<file path="config.mk">
export PLATFORM = sky130hd
export DESIGN_NAME = xlr8_commutation_ctrl
export DESIGN_NICKNAME = d
export VERILOG_FILES = /design/src/rtl/xlr8_comm_pkg.sv /design/src/rtl/xlr8_comm_pwm.sv /design/src/rtl/xlr8_commutation_ctrl.sv
export SDC_FILE = /design/constraint.sdc
export NUM_CORES = 1
export LEC_CHECK = 0
export ABC_CLOCK_PERIOD_IN_PS = 1650
export CORE_MARGIN = 2
export CORE_UTILIZATION = 50
export CTS_CLUSTER_DIAMETER = 60
export DETAILED_ROUTE_END_ITERATION = 7
export PLACE_DENSITY = 0.88
export SLEW_MARGIN = 25
export SYNTH_ARGS = -nofsm -noshare
export SYNTH_HDL_FRONTEND = slang
export SYNTH_HIERARCHICAL = 1
export SYNTH_SLANG_ARGS = --single-unit
export TNS_END_PERCENT = 5
</file>
<file path="constraint.sdc">
create_clock -name clk -period 1.65 [get_ports clk]
set_input_delay 0.33 -clock clk [delete_from_list [all_inputs] [get_ports clk]]
set_output_delay 0.33 -clock clk [all_outputs]
set_load 0.03 [all_outputs]
</file>
<file path="src/rtl/xlr8_comm_pkg.sv">
// Shared types for the six-step commutation controller: FSM states, phase modes, CTRL bits, step table.
// Latency: n/a (types and pure functions only); backpressure: n/a.
package xlr8_comm_pkg;

    typedef enum logic [1:0] {
        ST_IDLE  = 2'd0,
        ST_DEAD  = 2'd1,
        ST_DRIVE = 2'd2
    } comm_state_e;

    typedef enum logic [1:0] {
        PH_FLOAT = 2'd0,
        PH_HIGH  = 2'd1,
        PH_LOW   = 2'd2
    } ph_mode_e;

    localparam int CTRL_EN_BIT   = 0;
    localparam int CTRL_DIR_BIT  = 1;
    localparam int CTRL_AUTO_BIT = 2;
    localparam int CTRL_STEP_BIT = 3;

    // Row index = step; within a row, element 0 is phase 1 (rows are written phase 3..1).
    localparam logic [5:0][2:0][1:0] STEP_TBL = {
        {PH_HIGH,  PH_LOW,   PH_FLOAT},   // 5: F/L/H
        {PH_HIGH,  PH_FLOAT, PH_LOW  },   // 4: L/F/H
        {PH_FLOAT, PH_HIGH,  PH_LOW  },   // 3: L/H/F
        {PH_LOW,   PH_HIGH,  PH_FLOAT},   // 2: F/H/L
        {PH_LOW,   PH_FLOAT, PH_HIGH },   // 1: H/F/L
        {PH_FLOAT, PH_LOW,   PH_HIGH }    // 0: H/L/F
    };

    function automatic logic [2:0] step_next(input logic [2:0] step, input logic dir);
        if (dir)
            return (step == 3'd0) ? 3'd5 : step - 3'd1;
        return (step >= 3'd5) ? 3'd0 : step + 3'd1;
    endfunction

    // Returns {sd, in} for one half-bridge.
    function automatic logic [1:0] phase_drive(input logic [1:0] mode, input logic pwm_on);
        case (mode)
            PH_HIGH: return {1'b1, pwm_on};
            PH_LOW:  return 2'b10;
            default: return 2'b00;
        endcase
    endfunction

endpackage

</file>
<file path="src/rtl/xlr8_comm_pwm.sv">
// PWM generator: 0..254 counter with duty shadow reloaded at wrap so duty changes never glitch a period.
// Latency: pwm_on combinational from counter; backpressure: none, advances on every clken.
module xlr8_comm_pwm (
    input  logic       clk,
    input  logic       rstn,
    input  logic       clken,
    input  logic [7:0] duty,
    output logic       pwm_on
);

    logic [7:0] cnt;
    logic [7:0] duty_shadow;

    always_ff @(posedge clk or negedge rstn) begin
        if (!rstn) begin
            cnt         <= '0;
            duty_shadow <= '0;
        end else if (clken) begin
            if (cnt == 8'd254) begin
                cnt         <= '0;
                duty_shadow <= duty;
            end else begin
                cnt <= cnt + 8'd1;
            end
        end
    end

    // 255-step period makes duty 255 a true 100 %.
    assign pwm_on = (cnt < duty_shadow);

endmodule

</file>
<file path="src/rtl/xlr8_commutation_ctrl.sv">
// Six-step bridge sequencer on the XLR8 data-memory bus: register decode, feedback sync, FSM, dead/blank timers.
// Latency: SD/IN registered one clk after state; feedback edge acts 4 clk after pin; backpressure: none.
module xlr8_commutation_ctrl
    import xlr8_comm_pkg::*;
#(
    parameter logic [7:0] CTRL_ADDR    = 8'd0,
    parameter logic [7:0] DUTY_ADDR    = 8'd0,
    parameter logic [7:0] DEAD_ADDR    = 8'd0,
    parameter logic [7:0] STAT_ADDR    = 8'd0,
    parameter int         BLANK_CYCLES = 64
) (
    input  logic       clk,
    input  logic       rstn,
    input  logic       clken,
    input  logic [7:0] dbus_in,
    output logic [7:0] dbus_out,
    output logic       io_out_en,
    input  logic [7:0] ramadr,
    input  logic       ramre,
    input  logic       ramwe,
    input  logic       dm_sel,
    input  logic       feedback_1,
    input  logic       feedback_2,
    input  logic       feedback_3,
    output logic       SD_1,
    output logic       SD_2,
    output logic       SD_3,
    output logic       IN_1,
    output logic       IN_2,
    output logic       IN_3
);

    localparam int BW = (BLANK_CYCLES < 1) ? 1 : $clog2(BLANK_CYCLES + 1);
    localparam logic [BW-1:0] BLANK_INIT = BW'(BLANK_CYCLES);

    logic ctrl_sel, duty_sel, dead_sel, stat_sel;
    logic [7:0] ctrl_q, duty_q, dead_q, stat_val;
    logic strobe_q;

    logic [2:0] fb_s1, fb_s2, fb_s3, float_mask;
    logic fb_edge_q;

    comm_state_e state_q, state_d;
    logic [2:0] step_q;
    logic [7:0] dead_cnt;
    logic [BW-1:0] blank_cnt;
    logic ld_dead, ld_blank, step_adv, auto_adv;

    logic [2:0][1:0] step_row;
    logic [2:0] drv_sd, drv_in, sd_q, in_q;
    logic pwm_on;

    assign ctrl_sel = dm_sel && (ramadr == CTRL_ADDR);
    assign duty_sel = dm_sel && (ramadr == DUTY_ADDR);
    assign dead_sel = dm_sel && (ramadr == DEAD_ADDR);
    assign stat_sel = dm_sel && (ramadr == STAT_ADDR);

    always_ff @(posedge clk or negedge rstn) begin
        if (!rstn) begin
            ctrl_q   <= '0;
            duty_q   <= '0;
            dead_q   <= '0;
            strobe_q <= 1'b0;
        end else begin
            strobe_q <= 1'b0;
            if (clken && ramwe) begin
                if (ctrl_sel) begin
                    ctrl_q                <= dbus_in;
                    ctrl_q[CTRL_STEP_BIT] <= 1'b0;
                    strobe_q <= dbus_in[CTRL_STEP_BIT] && !dbus_in[CTRL_AUTO_BIT];
                end
                if (duty_sel) duty_q <= dbus_in;
                if (dead_sel) dead_q <= dbus_in;
            end
        end
    end

    assign stat_val = {fb_s2, state_q, step_q};

    always_comb begin
        dbus_out  = '0;
        io_out_en = ramre && (ctrl_sel || duty_sel || dead_sel || stat_sel);
        if (ramre) begin
            if (ctrl_sel)      dbus_out = ctrl_q;
            else if (duty_sel) dbus_out = duty_q;
            else if (dead_sel) dbus_out = dead_q;
            else if (stat_sel) dbus_out = stat_val;
        end
    end

    assign step_row      = STEP_TBL[step_q];
    assign float_mask[0] = (step_row[0] == PH_FLOAT);
    assign float_mask[1] = (step_row[1] == PH_FLOAT);
    assign float_mask[2] = (step_row[2] == PH_FLOAT);

    // Third flop is only the edge reference; the edge itself is registered before the FSM sees it.
    always_ff @(posedge clk or negedge rstn) begin
        if (!rstn) begin
            fb_s1     <= '0;
            fb_s2     <= '0;
            fb_s3     <= '0;
            fb_edge_q <= 1'b0;
        end else begin
            fb_s1     <= {feedback_3, feedback_2, feedback_1};
            fb_s2     <= fb_s1;
            fb_s3     <= fb_s2;
            fb_edge_q <= |((fb_s2 ^ fb_s3) & float_mask);
        end
    end

    assign auto_adv = ctrl_q[CTRL_AUTO_BIT] && (blank_cnt == '0) && fb_edge_q;

    always_ff @(posedge clk or negedge rstn) begin
        if (!rstn) state_q <= ST_IDLE;
        else       state_q <= state_d;
    end

    always_comb begin
        state_d  = state_q;
        ld_dead  = 1'b0;
        ld_blank = 1'b0;
        step_adv = 1'b0;
        if (!ctrl_q[CTRL_EN_BIT]) begin
            state_d = ST_IDLE;
        end else begin
            case (state_q)
                ST_IDLE: begin
                    state_d = ST_DEAD;
                    ld_dead = 1'b1;
                end
                ST_DEAD: begin
                    if (clken && dead_cnt == 8'd1) begin
                        state_d  = ST_DRIVE;
                        ld_blank = 1'b1;
                    end
                end
                ST_DRIVE: begin
                    if (strobe_q || auto_adv) begin
                        state_d  = ST_DEAD;
                        ld_dead  = 1'b1;
                        step_adv = 1'b1;
                    end
                end
                default: state_d = ST_IDLE;
            endcase
        end
    end

    always_ff @(posedge clk or negedge rstn) begin
        if (!rstn) begin
            dead_cnt  <= '0;
            blank_cnt <= '0;
            step_q    <= '0;
        end else begin
            if (ld_dead)
                dead_cnt <= (dead_q == 8'd0) ? 8'd1 : dead_q;
            else if (state_q == ST_DEAD && clken && dead_cnt != 8'd0)
                dead_cnt <= dead_cnt - 8'd1;

            if (ld_blank)
                blank_cnt <= BLANK_INIT;
            else if (state_q == ST_DRIVE && clken && blank_cnt != '0)
                blank_cnt <= blank_cnt - BW'(1);

            if (step_adv)
                step_q <= step_next(step_q, ctrl_q[CTRL_DIR_BIT]);
        end
    end

    xlr8_comm_pwm u_pwm (
        .clk    (clk),
        .rstn   (rstn),
        .clken  (clken),
        .duty   (duty_q),
        .pwm_on (pwm_on)
    );

    always_comb begin
        drv_sd = '0;
        drv_in = '0;
        if (state_q == ST_DRIVE) begin
            {drv_sd[0], drv_in[0]} = phase_drive(step_row[0], pwm_on);
            {drv_sd[1], drv_in[1]} = phase_drive(step_row[1], pwm_on);
            {drv_sd[2], drv_in[2]} = phase_drive(step_row[2], pwm_on);
        end
    end

    always_ff @(posedge clk or negedge rstn) begin
        if (!rstn) begin
            sd_q <= '0;
            in_q <= '0;
        end else begin
            sd_q <= drv_sd;
            in_q <= drv_in;
        end
    end

    assign SD_1 = sd_q[0];
    assign SD_2 = sd_q[1];
    assign SD_3 = sd_q[2];
    assign IN_1 = in_q[0];
    assign IN_2 = in_q[1];
    assign IN_3 = in_q[2];

endmodule

</file>
==> reports/results.md, run 1 <==
| Result | This run | Unit |
| --- | --- | --- |
| Maximum resistive drop on vdd | 0.000672 | V |
| Number of antenna violations at the first check in global routing | 0 | - |
| Violations in the final reports | setup timing | - |
| CTS Buf Count | 9 | - |
| Post-layout util | 72.6 | % |
| Total of warnings raised by yosys | 6 | - |
| Share of flip-flops with an asynchronous set or reset after synthesis | 100 | % |
| Total Routed Length | 9.02 | mm |
| Total Die Area | 7230 | µm² |
| Pins over their slew limit | 0 | - |
| Multi-input combinational cell area | 1830 | µm² |
| Final period util | 113 | % |
| Power density cells | 887 | nW/µm² |
| MaxCap Viol Count | 0 | - |
| Worst Skew | 14.9 | ps |
| Vias in the first global route | 3038 | - |
| CP arrival | 2110 | ps |
| CTS tree | yes | - |
| Critical-path top delay cell | dfrtp_1 | - |
| Count of non-filler cells in the finished layout | 493 | - |
| Portion of the post-synthesis area used by sequential elements | 46.5 | % |
| Gr usage total | 25.9 | % |
| Critical path endpoint category | flop | - |
| Residual antenna-violating net count after detailed routing | 0 | - |
| Boundary pin count | 40 | - |
| Synth Register Bits | 61 | - |
| Number of buffer cells added on primary ports | 38 | - |
| Worst-path maximum fanout | 4 | - |
| Most common library cells after synthesis | dfrtp_1, inv_1, ha_1 | - |
| Final Wtd Congestion | 0.835 | - |
| Least setup slack across all paths after layout | -221 | ps |
| DR pass1 iterations | 4 | - |
| Overall via count from detail_route | 2880 | - |
| Highest clock rate | 534 | MHz |
| Leakage | 2.15 | nW |
| Post-synthesis instance total | 304 | - |
| Combined area of all synthesized cells | 3280 | µm² |
| Crit-path cells | inv_2 > ha_4 > or3b_4 > o211ai_4 > buf_6 > buf_6 > a21oi_2 > a221o_1 | - |
| Main synth FF type | dfrtp_1 | - |
| RSZ-0062 raised after global routing | yes | - |
| Clock buffer depth | 2 | - |
| Clock Pin Slew Worst Setup and Hold Paths | 70 | ps |
| Top-count cell post-synth | dfrtp_1 | - |
| Area taken by flip-flops and latches | 1530 | µm² |
| Pin count of the biggest net entering global routing | 62 | - |
| Number of distinct library cells after synthesis | 62 | - |
| Final Hold Viols | 0 | - |
| CTS HTree Levels | 3 | - |
| Critical path's largest stage delay | 420 | ps |
| Layout Area Growth over Synthesis | 40.4 | % |
| Final non-filler cell area | 4610 | µm² |
| Post-synthesis cell type with the largest combined area | dfrtp_1 | - |
| CTS Root Buffer Type | clkbuf_8 | - |
| Biggest area contributors in the synthesized netlist | dfrtp_1, ha_1, mux2_2 | - |
| Starting density of the core | 51.7 | % |
| Die outline height | 85.0 | µm |
| Outcome | finished with violations | - |
| Area inside the core boundary | 6350 | µm² |
| Number of enable-type register cells in the synthesized netlist | 0 | - |
| Setup Crit Path Kind | reg -> reg | - |
| Clock tree sinks | 61 | - |
| Post-detailed-route wirelength per cell | 18.3 | µm |
| Required time of the worst setup path | 1890 | ps |
| 1st-iter DRT viols | 228 | - |
| Filler cell count in the final layout | 405 | - |
| Post-DR vias/cell | 5.84 | - |
| Clk Latency, worst-skew pair | 360 | ps |
| Residual DRC | 0 | - |
| Mapped Nets | 349 | - |
| Average size of a mapped cell | 10.8 | µm² |
| Hold/Removal Path Class | reg -> reg | - |
| Startpoint Class | flop | - |
| Wire length of the first global-routing pass | 14.4 | mm |
| Placed cell count | 474 | - |
| Cell Area, Placed | 4190 | µm² |
| Setup Viol. Count Final | 27 | - |
| Time the worst path needs with I/O delays and setup | 1870 | ps |
| Leftover overflow at the end of global routing | 0 | - |
| Overall power of the completed layout | 4.09 | mW |
| Proportion of netlist area held by the largest area contributor | 46.5 | % |
| Inserted Diodes | 0 | - |
| Core Rows | 29 | - |
| HPWL after detailed placement | 5.93 | mm |
| Library cell appearing most often on the critical path | buf_6 | - |
| Share of layout cells above drive strength 1 | 36.1 | % |
| Count of nets after finishing | 457 | - |
| Die outline width | 85.0 | µm |
## area by class of cell
| type | instances | area share [%] |
|---|---|---|
| Sequential cell | 61 | 33.1 |
| Timing Repair Buffer | 102 | 19.3 |
| Inverter | 24 | 1.95 |
| Multi-Input combinational cell | 214 | 39.7 |
| Tap cell | 77 | 2.09 |
| Clock inverter | 1 | 0.109 |
| Clock buffer | 14 | 3.75 |
## stage by stage
step | setup TNS, ps | worst slack, ps | hold WS, ps
after floorplan | -2160 | -185 | 34.4
after global placement | -15580 | -507 | 332
after detailed placement | -18670 | -546 | 340
after CTS | -3360 | -207 | 354
after global routing | -5770 | -283 | 360
final | -3700 | -221 | 353
## metal layers
layer  up-vias  part of all wire (%)  global-route usage, %
met5         -                     0                      0
met4         0                   3.9                   15.9
met3        30                   5.5                   5.35
met2        91                    52                   45.0
met1      1434                    39                   29.0
li1       1325                     -                      -
## registers in the layout, indices dropped and copies added, names as in the netlist, 7 cells and up
register           flops
dead_cnt               8
dead_q                 8
u_pwm/cnt              8
u_pwm/duty_shadow      8
blank_cnt              7
## final timing paths
check / cells after the start / endpoint / startpoint / slack [ps]
worst max-delay path: 8 / dead_cnt[6] / dead_cnt[1] / -220
worst min-delay path: 0 / fb_s2[2] / fb_s1[2] / 350
worst max register to register: 8 / dead_cnt[6] / dead_cnt[1] / -220
worst min register to register: 0 / fb_s2[2] / fb_s1[2] / 350
max in group asynchronous: 3 / u_pwm/cnt[1] / rstn / 870
min in group asynchronous: 3 / u_pwm/duty_shadow[7] / rstn / 510
## what timing repair did
action                     CTS  global route
pin swaps                   12             7
hold buffers                 1             0
hold endpoints to repair    55             0
buffers inserted             3             0
gates resized for setup     69            14
setup endpoints to repair   53            35
## critical path, delay by kind of cell, from the launching register on
family                     cells  cell delay, ps
AOI/OAI and AO/OA              3             500
DFF                            1             420
buffers and inverters          3             330
adders and majority gates      1             120
and+or+nand+nor                1             390
## cells by family (layout without fill, tap and decap cells)
logic type      after synthesis  after routing  share of synthesized area, %
buf+inv                      29            141                          3.81
mux                          19             19                          6.40
fa+ha+maj                    20             20                          7.62
flops                        61             61                          46.5
other cells                   1              1                         0.114
simple gates                101            101                          18.6
xor+xnor                      9              9                          2.40
compound gates               64             64                          14.5
## placed cells by master (no fill, tap or decap), types with 5 or more instances in the layout
cell type | synthesis | layout
dlygate4sd2_1 | 0 | 10
o21a_1 | 5 | 5
mux2_2 | 16 | 16
nand2_1 | 17 | 16
nand3_1 | 8 | 7
buf_6 | 1 | 14
clkbuf_8 | 0 | 12
inv_1 | 24 | 22
a21oi_1 | 11 | 7
clkdlybuf4s50_1 | 0 | 13
xor2_1 | 6 | 6
nor3_1 | 12 | 8
dfrtp_1 | 61 | 61
buf_4 | 2 | 57
ha_1 | 20 | 16
o31ai_1 | 5 | 5
nor2_1 | 13 | 12
nor2b_1 | 7 | 5
o21ai_0 | 11 | 8
## power by group
group	internal (mW)	switching [mW]	leakage [nW]	total [mW]
clock network	0.659	0.588	0.0926	1.25
registers	1.62	0.0967	0.789	1.72
logic	0.549	0.573	1.27	1.12
Power figures use the tool's default switching activity.
==> run 2: changes to the inputs <==
--- a/config.mk
+++ b/config.mk
@@ -6,12 +6,13 @@
 export NUM_CORES = 1
 export LEC_CHECK = 0
 export ABC_CLOCK_PERIOD_IN_PS = 1650
+export CORE_ASPECT_RATIO = 1.25
 export CORE_MARGIN = 2
 export CORE_UTILIZATION = 50
 export CTS_CLUSTER_DIAMETER = 60
 export DETAILED_ROUTE_END_ITERATION = 7
 export PLACE_DENSITY = 0.88
-export SLEW_MARGIN = 25
+export SLEW_MARGIN = 20
 export SYNTH_ARGS = -nofsm -noshare
 export SYNTH_HDL_FRONTEND = slang
 export SYNTH_HIERARCHICAL = 1
==> run 2 against run 1 <==
Effect of this change:
- the flow still finishes with violations (setup timing)
- flip-flop and latch count unchanged
- register-to-register slack about the same
- sequential share of layout area decreased by 0.59 points
- clock-buffer cell count decreased by 2
- cell count increased by 2.2%
- hold slack improved by 1.4 ps
- routed wire length decreased by 5.0%
- non-clock buffer count unchanged
- sequential power about the same
- clock skew decreased by 11 ps
- critical path depth decreased by 4
- via count about the same
- highest routed layer unchanged
==> reports/results.md, run 2 (synthesis gave the netlist of run 1 again) <==
| Result | This run | Unit |
| --- | --- | --- |
| MaxCap Viol Count | 0 | - |
| Starting density of the core | 51.0 | % |
| Final period util | 113 | % |
| CP arrival | 2140 | ps |
| Worst-path maximum fanout | 5 | - |
| Boundary pin count | 40 | - |
| Residual DRC | 0 | - |
| Number of antenna violations at the first check in global routing | 0 | - |
| Critical-path top delay cell | or4_4 | - |
| Critical path's largest stage delay | 540 | ps |
| Power density cells | 944 | nW/µm² |
| Share of layout cells above drive strength 1 | 38.6 | % |
| Die outline width | 76.5 | µm |
| Most common library cell in the layout ignoring fill and taps | dfrtp_1 | - |
| Final Wtd Congestion | 0.923 | - |
| DR pass1 iterations | 5 | - |
| Post-detailed-route wirelength per cell | 17.0 | µm |
| CTS Root Buffer Type | clkbuf_8 | - |
| Number of buffer cells added on primary ports | 38 | - |
| Setup Viol. Count Final | 28 | - |
| Hold/Removal Path Class | reg -> reg | - |
| Clock tree sinks | 61 | - |
| Vias in the first global route | 3020 | - |
| 1st-iter DRT viols | 241 | - |
| Overall power of the completed layout | 4.43 | mW |
| Count of non-filler cells in the finished layout | 504 | - |
| Crit-path cells | buf_4 > or3_2 > or4_4 > a31oi_4 | - |
| Count of nets after finishing | 457 | - |
| CTS tree | yes | - |
| Most used cells in the layout excluding fill and tap cells | dfrtp_1, buf_4, inv_1 | - |
| Final Hold Viols | 0 | - |
| Clock buffer depth | 2 | - |
| Inserted Diodes | 0 | - |
| Leakage | 2.17 | nW |
| Worst Skew | 3.54 | ps |
| Critical path endpoint category | flop | - |
| Startpoint Class | flop | - |
| Pins over their slew limit | 0 | - |
| Least setup slack across all paths after layout | -211 | ps |
| Residual antenna-violating net count after detailed routing | 0 | - |
| Gr usage total | 25.0 | % |
| CTS Buf Count | 9 | - |
| Highest clock rate | 537 | MHz |
| Cell Area, Placed | 4210 | µm² |
| Wire length of the first global-routing pass | 14.1 | mm |
| Post-layout util | 72.9 | % |
| Time the worst path needs with I/O delays and setup | 1860 | ps |
| Setup Crit Path Kind | reg -> reg | - |
| Post-DR vias/cell | 5.72 | - |
| RSZ-0062 raised after global routing | yes | - |
| Area inside the core boundary | 6440 | µm² |
| Core Rows | 33 | - |
| Worst hold margin | 355 | ps |
| Maximum resistive drop on vdd | 0.000619 | V |
| Total Routed Length | 8.57 | mm |
| Pin count of the biggest net entering global routing | 62 | - |
| Clk Latency, worst-skew pair | 350 | ps |
| Outcome | finished with violations | - |
| Die outline height | 94.6 | µm |
| Layout Area Growth over Synthesis | 42.9 | % |
| Total Die Area | 7230 | µm² |
| Leftover overflow at the end of global routing | 0 | - |
| Placed cell count | 485 | - |
| Final non-filler cell area | 4690 | µm² |
| Clock Pin Slew Worst Setup and Hold Paths | 70 | ps |
| Required time of the worst setup path | 1930 | ps |
| Violations in the final reports | setup timing | - |
| HPWL after detailed placement | 5.92 | mm |
| CTS HTree Levels | 3 | - |
| Overall via count from detail_route | 2882 | - |
-- run 2: cell count changes in the layout (fill, tap and decap cells not counted), sizes merged --
| cell | change |
|---|---|
| clkdlybuf4s50 | -1 |
| bufinv | +2 |
| dlygate4sd2 | +1 |
| clkdlybuf4s15 | -1 |
| clkbuf | -1 |
| clkinv | +1 |
-- run 2: power breakdown --
group / total (mW) / internal [mW] / switching, mW
Combinational: 1.20 / 0.604 / 0.593
Clock: 1.51 / 0.928 / 0.581
Sequential: 1.73 / 1.62 / 0.101
-- run 2: repair_timing --
action / CTS / global route
setup buffers: 1 / 1
hold buffers: 1 / 0
gates resized for setup: 71 / 23
endpoints found under the hold margin: 56 / 0
pin swaps: 19 / 9
endpoints found under the setup margin: 43 / 34
-- run 2: layer usage --
metal | vias to the layer above | global-route usage [%] | wire (µm) | part of all wire (%)
li1 | 1331 | - | - | -
met1 | 1449 | 29.1 | 3450 | 40
met2 | 86 | 45.3 | 4500 | 53
met3 | 16 | 5.83 | 418 | 4.9
met4 | 0 | 9.24 | 198 | 2.3
met5 | - | 0 | 0 | 0
-- run 2: metrics by stage --
stage / TNS (ps) / setup WS, ps
floorplan: -2160 / -185
detailed placement: -16910 / -524
global placement: -14290 / -440
finish: -3440 / -211
CTS: -2610 / -180
global route: -5370 / -257
-- run 2: layout make-up --
| cell class | instances | area, µm² |
|---|---|---|
| fillers | 422 | 1750 |
| clock buffers | 12 | 155 |
| flip-flops and latches | 61 | 1530 |
| clock inverters | 4 | 70.1 |
| inverters | 24 | 90.1 |
| repair buffers | 102 | 882 |
| well taps | 87 | 109 |
| multi-input cells | 214 | 1860 |
-- run 2: worst max-delay path, delay by kind of cell (launching register included) --
| family | cells | cell delay, ps |
|---|---|---|
| AND/OR/NAND/NOR | 2 | 1040 |
| flip-flops | 1 | 400 |
| AO/OA/AOI/OAI | 1 | 180 |
| buffers and inverters | 1 | 160 |
-- run 2: worst paths after layout --
| path | start | end | slack [ps] | cells past startpoint |
|---|---|---|---|---|
| min | fb_s1[1] | fb_s2[1] | 350 | 0 |
| min reg2reg | fb_s1[1] | fb_s2[1] | 350 | 0 |
| max reg2reg | dead_cnt[3] | dead_cnt[5] | -210 | 4 |
| max in group asynchronous | rstn | u_pwm/cnt[2] | 880 | 3 |
| max | dead_cnt[3] | dead_cnt[5] | -210 | 4 |
| min in group asynchronous | rstn | sd_q[2] | 510 | 3 |
==> run 3: changes to the inputs <==
--- a/config.mk
+++ b/config.mk
@@ -11,8 +11,7 @@
 export CORE_UTILIZATION = 50
 export CTS_CLUSTER_DIAMETER = 60
 export DETAILED_ROUTE_END_ITERATION = 7
-export PLACE_DENSITY = 0.88
-export SLEW_MARGIN = 20
+export PLACE_DENSITY_LB_ADDON = 0.25
 export SYNTH_ARGS = -nofsm -noshare
 export SYNTH_HDL_FRONTEND = slang
 export SYNTH_HIERARCHICAL = 1
==> run 3 against run 2 <==
Effect of this change:
- the flow still finishes with violations (setup timing)
- utilization increased by 1.1 points
- fmax increased by 1.3%
- die area unchanged
- cell count increased by 2.2%
- flip-flop and latch count unchanged
- power decreased by 6.6%
- critical path type unchanged
- largest cell class unchanged
==> reports/results.md, run 3 (synthesis gave the netlist of run 1 again) <==
| Result | This run | Unit |
| --- | --- | --- |
| Overall power of the completed layout | 4.14 | mW |
| Hold/Removal Path Class | reg -> reg | - |
| Critical-path top delay cell | or3b_4 | - |
| Worst hold margin | 355 | ps |
| Final total negative setup slack | -4080 | ps |
| Placed cell count | 491 | - |
| Highest clock rate | 544 | MHz |
| Post-placement worst setup slack | -535 | ps |
| Time the worst path needs with I/O delays and setup | 1840 | ps |
| Setup Crit Path Kind | reg -> reg | - |
| Final period util | 111 | % |
| Met1 track utilization from global routing | 29.9 | % |
| Core Rows | 33 | - |
| Share of layout cells above drive strength 1 | 39.5 | % |
| Power density cells | 868 | nW/µm² |
| CTS Buf Count | 9 | - |
| Pin count of the biggest net entering global routing | 31 | - |
| Inserted Diodes | 0 | - |
| Outcome | finished with violations | - |
| Startpoint Class | flop | - |
| 1st-iter DRT viols | 128 | - |
| Most used cells in the layout excluding fill and tap cells | buf_4, dfrtp_1, inv_1, buf_6, ha_1 | - |
| Library cell appearing most often on the critical path | buf_6 | - |
| Leftover overflow at the end of global routing | 0 | - |
| Clock Pin Slew Worst Setup and Hold Paths | 60 | ps |
| Clk Latency, worst-skew pair | 340 | ps |
| Count of non-filler cells in the finished layout | 515 | - |
| Number of antenna violations at the first check in global routing | 0 | - |
| Final non-filler cell area | 4760 | µm² |
| Gate family responsible for the most delay along the worst path | compound AO/OA/AOI/OAI gates | - |
| Residual antenna-violating net count after detailed routing | 0 | - |
| Gr usage total | 25.9 | % |
| Filler cell count in the final layout | 435 | - |
| CP bufs+invs | 3 | - |
| Crit-path cells | inv_2 > ha_1 > or3b_4 > o211ai_4 > buf_6 > buf_6 > nor2_2 > a221o_1 | - |
| Number of buffer cells added on primary ports | 38 | - |
| Critical path's largest stage delay | 400 | ps |
| Most common library cell in the layout ignoring fill and taps | buf_4 | - |
| CTS Root Buffer Type | clkbuf_8 | - |
| Setup Viol. Count Final | 33 | - |
| Overall via count from detail_route | 2857 | - |
| Worst Skew | 6.68 | ps |
| Fraction of met2 tracks used by global routing | 47.3 | % |
| Critical path endpoint category | flop | - |
| Worst-path maximum fanout | 4 | - |
| Layout Area Growth over Synthesis | 45.1 | % |
| Die outline width | 76.5 | µm |
| Clock tree sinks | 61 | - |
| Total Routed Length | 8.75 | mm |
| Layer carrying the most global-route usage | met2 | - |
| CP arrival | 2060 | ps |
| Total Die Area | 7230 | µm² |
| RSZ-0062 raised after global routing | yes | - |
| Boundary pin count | 40 | - |
| Clock buffer depth | 2 | - |
| Maximum resistive drop on vdd | 0.000637 | V |
| Pins over their slew limit | 0 | - |
| CTS tree | yes | - |
| GR Util met3 | 5.26 | % |
| Final Hold Viols | 0 | - |
| Wire length of the first global-routing pass | 14.4 | mm |
| Cell Area, Placed | 4240 | µm² |
| DR pass1 iterations | 4 | - |
| Post-layout util | 74.0 | % |
| Post-detailed-route wirelength per cell | 17.0 | µm |
| Post-DR vias/cell | 5.55 | - |
| Count of nets after finishing | 469 | - |
| Area inside the core boundary | 6440 | µm² |
| MaxCap Viol Count | 0 | - |
| Die outline height | 94.6 | µm |
| CTS HTree Levels | 3 | - |
| Required time of the worst setup path | 1870 | ps |
| Least setup slack across all paths after layout | -187 | ps |
| Leakage | 2.23 | nW |
| Vias in the first global route | 2969 | - |
| Final Wtd Congestion | 0.944 | - |
| HPWL after detailed placement | 5.85 | mm |
| Residual DRC | 0 | - |
| Violations in the final reports | setup timing | - |
| Starting density of the core | 51.0 | % |
run 3: worst reg2reg max path, cell delays in order (launching register included):
cell and delay [ps]:
dfrtp_1 380, inv_2 70, ha_1 130, or3b_4 400
o211ai_4 200, buf_6 120, buf_6 100, nor2_2 40
a221o_1 280
run 3: path summary, 6_finish.rpt:
check,from,end,slack (ps),cells past startpoint
worst max-delay path,dead_cnt[0],dead_cnt[7],-190,8
worst min-delay path,fb_s1[0],fb_s2[0],360,0
worst max register to register,dead_cnt[0],dead_cnt[7],-190,8
worst min register to register,fb_s1[0],fb_s2[0],360,0
max in group asynchronous,rstn,blank_cnt[0],780,3
min in group asynchronous,rstn,u_pwm/duty_shadow[4],390,2
run 3: layout make-up:
class / instances / area (µm²) / share of cell area [%]
multi-input cells: 214 / 1850 / 38.9
inverters: 24 / 90.1 / 1.89
repair buffers: 114 / 991 / 20.8
clock buffers: 15 / 196 / 4.12
well taps: 87 / 109 / 2.28
flip-flops and latches: 61 / 1530 / 32.0
run 3: what timing repair did:
action,CTS,global route
cloned,0,0
pin swaps,18,7
buffers inserted,10,0
endpoints found under the setup margin,43,52
gates resized for setup,76,27
endpoints found under the hold margin,8,0
hold buffers,1,0
run 3: where the power goes:
part | switching (mW) | leakage (nW) | internal [mW] | total, mW
sequential | 0.0935 | 0.789 | 1.62 | 1.72
clock | 0.554 | 0.102 | 0.744 | 1.30
combinational | 0.563 | 1.34 | 0.558 | 1.12
run 3: metal layers:
layer | vias to the layer above | share of wire (%)
li1 | 1347 | -
met3 | 18 | 3.1
met4 | 0 | 2.5
met2 | 76 | 53
met1 | 1416 | 41
met5 | - | 0
